**src/rtl/rst_seq_pkg.sv**
```systemverilog
// rst_seq_pkg: shared types and constants for the reset release sequencer.
// Holds the sequencer state encoding and the lock-loss counter limits.
package rst_seq_pkg;

  typedef enum logic [2:0] {
    S_RESET,
    S_WAIT_LOCK,
    S_DDR_WAIT,
    S_CORE_HOLD,
    S_APP_HOLD,
    S_RUN
  } state_t;

  localparam int LOCK_CNT_W = 8;

  localparam logic [LOCK_CNT_W-1:0] LOCK_CNT_MAX = 8'd255;

endpackage

```
**src/rtl/rst_seq.sv**
```systemverilog
// rst_seq: staged DDR -> core -> app reset release after PLL lock.
// Optional calibration timeout/retry: define RST_SEQ_CALIB_TIMEOUT_EN.
module rst_seq
  import rst_seq_pkg::*;
#(
  parameter int LOCK_STABLE_CYC   = 16,
  parameter int CORE_HOLD_CYC     = 64,
  parameter int APP_HOLD_CYC      = 32,
  parameter int CNT_W             = 16,
  parameter int CALIB_TIMEOUT_CYC = 50000
) (
  input  logic                  clk,
  input  logic                  rst_n,
  input  logic                  pll_locked,
  input  logic                  calib_done,
  output logic                  rst_ddr_n,
  output logic                  rst_core_n,
  output logic                  rst_app_n,
  output logic                  seq_done,
  output logic [LOCK_CNT_W-1:0] lock_lost_cnt,
  output logic                  calib_timeout
);

  localparam logic [CNT_W-1:0] LOCK_LAST =
    CNT_W'(LOCK_STABLE_CYC - 1);
  localparam logic [CNT_W-1:0] CORE_LAST =
    CNT_W'(CORE_HOLD_CYC - 1);
  localparam logic [CNT_W-1:0] APP_LAST =
    CNT_W'(APP_HOLD_CYC - 1);

  if (LOCK_STABLE_CYC < 2 || CORE_HOLD_CYC < 2 ||
      APP_HOLD_CYC < 2 ||
      LOCK_STABLE_CYC >= (1 << CNT_W) ||
      CORE_HOLD_CYC >= (1 << CNT_W) ||
      APP_HOLD_CYC >= (1 << CNT_W) ||
      CALIB_TIMEOUT_CYC >= (1 << CNT_W)) begin : g_bad_cfg
    $error("rst_seq: cycle counts out of range");
  end

`ifdef RST_SEQ_CALIB_TIMEOUT_EN
  localparam logic [CNT_W-1:0] TO_LAST =
    CNT_W'(CALIB_TIMEOUT_CYC - 1);
`endif

  state_t           state;
  logic [CNT_W-1:0] cnt;
  logic             lock_loss;
  logic             calib_loss;

  // Lock matters once DDR is out of reset; calib once core hold began.
  assign lock_loss = !pll_locked &&
    (state inside {S_DDR_WAIT, S_CORE_HOLD,
                   S_APP_HOLD, S_RUN});
  assign calib_loss = !calib_done &&
    (state inside {S_CORE_HOLD, S_APP_HOLD, S_RUN});

  always_ff @(posedge clk) begin
    if (!rst_n) begin
      state         <= S_RESET;
      cnt           <= '0;
      rst_ddr_n     <= 1'b0;
      rst_core_n    <= 1'b0;
      rst_app_n     <= 1'b0;
      seq_done      <= 1'b0;
      lock_lost_cnt <= '0;
`ifdef RST_SEQ_CALIB_TIMEOUT_EN
      calib_timeout <= 1'b0;
`endif
    end else if (lock_loss) begin
      state      <= S_WAIT_LOCK;
      cnt        <= '0;
      rst_ddr_n  <= 1'b0;
      rst_core_n <= 1'b0;
      rst_app_n  <= 1'b0;
      seq_done   <= 1'b0;
      if (lock_lost_cnt != LOCK_CNT_MAX)
        lock_lost_cnt <= lock_lost_cnt + LOCK_CNT_W'(1);
    end else if (calib_loss) begin
      state      <= S_DDR_WAIT;
      cnt        <= '0;
      rst_core_n <= 1'b0;
      rst_app_n  <= 1'b0;
      seq_done   <= 1'b0;
    end else begin
      unique case (state)
        S_RESET: begin
          state <= S_WAIT_LOCK;
          cnt   <= '0;
        end
        S_WAIT_LOCK: begin
          if (!pll_locked) begin
            cnt <= '0;
          end else if (cnt == LOCK_LAST) begin
            state     <= S_DDR_WAIT;
            rst_ddr_n <= 1'b1;
            cnt       <= '0;
          end else begin
            cnt <= cnt + CNT_W'(1);
          end
        end
        S_DDR_WAIT: begin
          if (calib_done) begin
            state <= S_CORE_HOLD;
            cnt   <= '0;
          end
`ifdef RST_SEQ_CALIB_TIMEOUT_EN
          // Give up on this calibration and requalify lock first.
          else if (cnt == TO_LAST) begin
            state         <= S_WAIT_LOCK;
            rst_ddr_n     <= 1'b0;
            calib_timeout <= 1'b1;
            cnt           <= '0;
          end else begin
            cnt <= cnt + CNT_W'(1);
          end
`endif
        end
        S_CORE_HOLD: begin
          if (cnt == CORE_LAST) begin
            state      <= S_APP_HOLD;
            rst_core_n <= 1'b1;
            cnt        <= '0;
          end else begin
            cnt <= cnt + CNT_W'(1);
          end
        end
        S_APP_HOLD: begin
          if (cnt == APP_LAST) begin
            state     <= S_RUN;
            rst_app_n <= 1'b1;
            seq_done  <= 1'b1;
            cnt       <= '0;
          end else begin
            cnt <= cnt + CNT_W'(1);
          end
        end
        S_RUN: begin
          cnt <= '0;
        end
        default: begin
          state <= S_RESET;
          cnt   <= '0;
        end
      endcase
    end
  end

`ifndef RST_SEQ_CALIB_TIMEOUT_EN
  assign calib_timeout = 1'b0;
`endif

endmodule
```
**config.mk**
```make
export PLATFORM = sky130hd
export DESIGN_NAME = rst_seq
export DESIGN_NICKNAME = d
export VERILOG_FILES = /design/src/rtl/rst_seq_pkg.sv /design/src/rtl/rst_seq.sv
export SDC_FILE = /design/constraint.sdc
export NUM_CORES = 1
export LEC_CHECK = 0
export ABC_CLOCK_PERIOD_IN_PS = 2000
export CAP_MARGIN = 15
export CORE_MARGIN = 2
export CORE_UTILIZATION = 35
export CTS_CLUSTER_SIZE = 8
export DETAILED_ROUTE_END_ITERATION = 6
export GPL_TIMING_DRIVEN = 0
export PLACE_DENSITY_LB_ADDON = 0.25
export SYNTH_ARGS = -nofsm -noshare
export SYNTH_HDL_FRONTEND = slang
export SYNTH_SLANG_ARGS = --single-unit
```
**constraint.sdc**
```tcl
create_clock -name clk -period 2 [get_ports clk]
set_input_delay 0.3 -clock clk [delete_from_list [all_inputs] [get_ports clk]]
set_output_delay 0.3 -clock clk [all_outputs]
set_load 0.05 [all_outputs]
```
Word-level counts from Yosys, hierarchy flattened
Cells that the tools add are included.

$add $sub $neg: 2. Equal/unequal tests: 26. Mux-type cells: 14. Bitwise logic cells: 3. Reduce and logical (&&, ||, !) cells: 16.

Operator list (count): 2-to-1 mux 16 bit (5); one-hot mux 16 bit (4 select lines) (1); one-hot mux 3 bit (6 select lines) (1); AND reduction 6 bit (3); adder 16 x 1 -> 16 bit (second input constant) (1); == test 16 x 4 -> 1 bit (second input constant) (1); == test 16 x 5 -> 1 bit (second input constant) (1); == test 16 x 6 -> 1 bit (second input constant) (1); 2-to-1 mux 3 bit (5); != test 3 bit (second input constant) (4); != test 4 bit (second input constant) (3); adder 8 x 1 -> 8 bit (second input constant) (1); != test 2 bit (second input constant) (4); != test 4 x 3 -> 1 bit (second input constant) (2); != test 8 bit (second input constant) (1); == test 3 x 2 -> 1 bit (second input constant) (2); == test 3 bit (second input constant) (2); != test 3 x 2 -> 1 bit (second input constant) (2); AND reduction 2 bit (3); != test 2 x 1 -> 1 bit (second input constant) (2); AND reduction 4 bit (1); nonzero test 4 bit (1); == test 3 x 1 -> 1 bit (second input constant) (1); logical NOT 3 bit (1); 8 further kinds (12).

Bits in registers: 30. Input bits: 4. Output and inout port bits: 13.

Logic depth before layout (Yosys ltp)
Gate-level depths: netlist of the first run.

Word-level depth: 6. Mapped depth: 7.

Worst setup path after synthesis of the first run
Ideal clock, no wire load.

Path kind: register to register. Start point: reg lock_lost_cnt[0]. End point: reg lock_lost_cnt[3]. Data arrival time: 1518 ps. Path slack: 354 ps. Stages on the path, launching flop included: 6. Path buffers: 0. Clock period less this slack: 1646 ps. Cells stage by stage: dfxtp_1 > ha_1 > a311oi_4 > nand4_1 > xor2_1 > nor2_1.

Word-level cells in the longest chain between the ends: 2. Elaborated cells between the ends (all ways): 3.

Ends and longest elaborated chain: start, declared (RTL line rst_seq.sv:20) `output logic [LOCK_CNT_W-1:0] lock_lost_cnt,`; start signal, assigned (RTL line rst_seq.sv:77) `lock_lost_cnt <= lock_lost_cnt + LOCK_CNT_W'(1);`; parallel branches: the longest is 2 deep, another holds adder 8 x 1 -> 8 bit.

Parallel ways; which one is timed is not known. A chain may end at the register's enable or synchronous reset.

Worst setup path after layout of the first run
Start point: reg cnt[0]. End point: reg cnt[5].

Word-level cells in the longest chain between the ends: 4. Elaborated cells between the ends (all ways): 9.

Ends and longest elaborated chain: start, declared (RTL line rst_seq.sv:46) `logic [CNT_W-1:0] cnt;`; start signal, assigned (RTL line rst_seq.sv:98) `cnt <= cnt + CNT_W'(1);`; start signal, assigned (RTL line rst_seq.sv:124) `cnt <= cnt + CNT_W'(1);`; start signal, assigned (RTL line rst_seq.sv:134) `cnt <= cnt + CNT_W'(1);`; adder 16 x 1 -> 16 bit / == test 16 x 4 -> 1 bit (equally long branches); 2-to-1 mux 16 bit (RTL line rst_seq.sv:93) `end else if (cnt == LOCK_LAST) begin`; 2-to-1 mux 16 bit (RTL line rst_seq.sv:91) `if (!pll_locked) begin`; one-hot mux 16 bit (4 select lines) (*) (RTL line rst_seq.sv:85) `unique case (state)`.

Every way passes the cells marked *; elsewhere a longest branch is shown, timed or not.

==> metrics.txt, run 1 <==
mapped cell area 0.00159 mm2; # nets final 219; Max Fclk 536 MHz; Num CTS Buffers 5; CTS tree built; die area 0.00508 mm2; CP startpoint kind flop; initial antenna violation count 0; count leader, synth nor2_1; register area share after synthesis 0.379; hold_buf cts 0; syn avg cell area 8.48 um2; Worst Tran Pin Value 0.500 ns; Worst Path Buf+Inv 1; largest net degree at the start of global routing 11; Power Total 1.14 mW; Yosys reg bits 30; # diodes 0; Worst Path Max Fanout 10; final clock period utilization by the worst path 0.934; status finished, final reports clean; crit path kind reg -> reg; worst min path class reg -> reg; via count 1,313; endpoints failing setup 0; IO buf count 15; Clock Latency Late Sink 0.28 ns; crit-path leading delay family compound AO/OA/AOI/OAI gates; vias in the first global route 1,289; Critical Path, Cell by Cell ha_1 > and4_1 > nand2_1 > o31ai_1 > a31o_2 > buf_6 > nor2_1; grt ovf 0; synthesized net count 193; crit path DAT 2.04 ns; synth-to-layout area growth 20.7%; Die Span Y 71.3 um; Hold WS 0.452 ns; Placer Congestion 0.752; Clock Root Buffer clkbuf_8; top_reg_cell synth dfxtp_1; Place WS -0.107 ns; MaxCap Viol Count 0; Via density 4.97; H-tree Lvls 2; first-pass GRT wire length 5.74 mm; Top Ports 17; CP max stage delay 0.39 ns; clock tree buffer depth 2; Synth Instances 187; cell at the slowest stage of the critical path dfxtp_1; PD cells 594 mW/mm2; top cell type by total area after synthesis dfxtp_1; Post-synth EDFFs 0; Yosys cell types 42; Ys Warns 0; fin crit period 1.87 ns; gr usage total 0.142; Initial Util 0.364; layout cells sized above 1 0.123; initial DRC count 37; DRT Wirelength 3.18 mm; Yosys top cell area share 0.379; die width 71.3 um; DR pass1 iterations 4; Leak Pwr 0.649 nW; hpwl dp 2.30 mm; Synth async-reset ratio 0; Synth top cells by count 33 x nor2_1, 30 x dfxtp_1, 13 x xnor2_1; CP Data Required Time 2.17 ns; WL per Instance 12.1 um; top cells by area, synth dfxtp_1 38%, nor2_1 7.8%, xnor2_1 7.2%, xor2_1 4.4%, nand4_1 3.2%; Final Max Slew Viols 0; num rows 24; unrepaired setup endpoints after global routing no; clock sink count 30; Setup crit end kind flop; Layout Skew 0.00350 ns; Peak VDD IR 0.000447 V; fin worst setup slack 0.133 ns; Slew headroom 0.666; drt drc 0; core area 0.00435 mm2; final hold vios 0; Clock transition at path regs 0.06 ns; Detail Route Antenna Nets 0
[per-layer routing]
layer	global-route usage	vias to the layer above	part of all wire
li1	-	702	-
met1	0.181	592	0.49
met2	0.224	14	0.47
met3	0.0422	5	0.029
met4	0.0629	0	0.017
met5	0	-	0
[registers in the layout, summed over array words and instances (netlist names)]
register	count
lock_lost_cnt	8
cnt	16
state	3
seq_done	1
rst_core_n	1
rst_ddr_n	1
[area by class of cell]
cell class / count / area (um2)
fill: 432 / 2440
clock buffer: 6 / 82.6
buffer: 5 / 37.5
timing repair buffer: 19 / 180
inverter: 6 / 22.5
multi-input combinational: 146 / 925
tap: 52 / 65.1
sequential: 30 / 601
[where the power goes]
group,switching (mW),internal [mW],total (mW)
Sequential,0.00504,0.600,0.605
Combinational,0.0282,0.0198,0.0480
Clock,0.218,0.265,0.483
[metrics by stage]
stage,instance area (um2),instances,TNS (ns),util
finish,1910,264,0,0.439
global route,1910,264,0,0.439
CTS,1880,260,0,0.432
detailed placement,1800,254,-1.16,0.414
global placement,1800,254,-0.904,0.414
floorplan,1590,187,0,-
[cell families (layout without fill, tap and decap cells)]
| kind of cell | after synthesis | count (layout) | share of synthesized area |
|---|---|---|---|
| AOI/OAI and AO/OA | 25 | 25 | 0.115 |
| xor gates and xnor gates | 21 | 21 | 0.116 |
| adders and majority gates | 2 | 2 | 0.0158 |
| buffers and inverters | 11 | 36 | 0.0379 |
| DFF | 30 | 30 | 0.379 |
| muxes | 1 | 1 | 0.00631 |
| other | 1 | 1 | 0.00237 |
| and+or+nand+nor | 96 | 96 | 0.328 |
[cell usage in the layout (no fill, tap or decap), types with 2 or more instances in the layout]
master | Yosys | final
a21o_1 | 2 | 2
a21oi_1 | 9 | 9
a31oi_1 | 3 | 3
and2_1 | 4 | 4
and3_1 | 2 | 2
and4_1 | 3 | 3
buf_4 | 3 | 7
clkbuf_8 | 0 | 6
clkdlybuf4s50_1 | 0 | 15
dfxtp_1 | 30 | 30
ha_1 | 2 | 2
inv_1 | 6 | 6
nand2_1 | 12 | 12
nand2b_1 | 5 | 5
nand3_1 | 5 | 5
nand4_1 | 8 | 8
nor2_1 | 33 | 33
nor2b_1 | 2 | 2
nor3_1 | 5 | 5
nor4_1 | 3 | 3
o21ai_0 | 3 | 3
o22ai_1 | 2 | 2
or2_2 | 4 | 4
or3_1 | 2 | 2
xnor2_1 | 13 | 13
xor2_1 | 8 | 8
[worst min-delay path: cells and delay by family (launching register included)]
family | cells | cell delay (ns)
AOI/OAI and AO/OA | 1 | 0.05
buffers and inverters | 1 | 0.05
DFF | 1 | 0.31
[final timing paths]
path	start	end	slack, ns	cells past startpoint
setup / recovery	cnt[0]	cnt[5]	0.13	7
setup reg to reg	cnt[0]	cnt[5]	0.13	7
hold / removal	rst_core_n	rst_core_n	0.45	2
hold reg to reg	rst_core_n	rst_core_n	0.45	2
[timing repair]
item                                    CTS  global route
endpoints found under the setup margin    0            10
setup buffers                             0             4
gates resized for setup                   0             0
Power figures use the tool's default switching activity.
==> run 2, diff against run 1 <==
--- a/config.mk
+++ b/config.mk
@@ -6,7 +6,7 @@
 export NUM_CORES = 1
 export LEC_CHECK = 0
 export ABC_CLOCK_PERIOD_IN_PS = 2000
-export CAP_MARGIN = 15
+export CAP_MARGIN = 40
 export CORE_MARGIN = 2
 export CORE_UTILIZATION = 35
 export CTS_CLUSTER_SIZE = 8
==> results of run 2 <==
Final layout, timing and power as in run 1 (identical DEF).
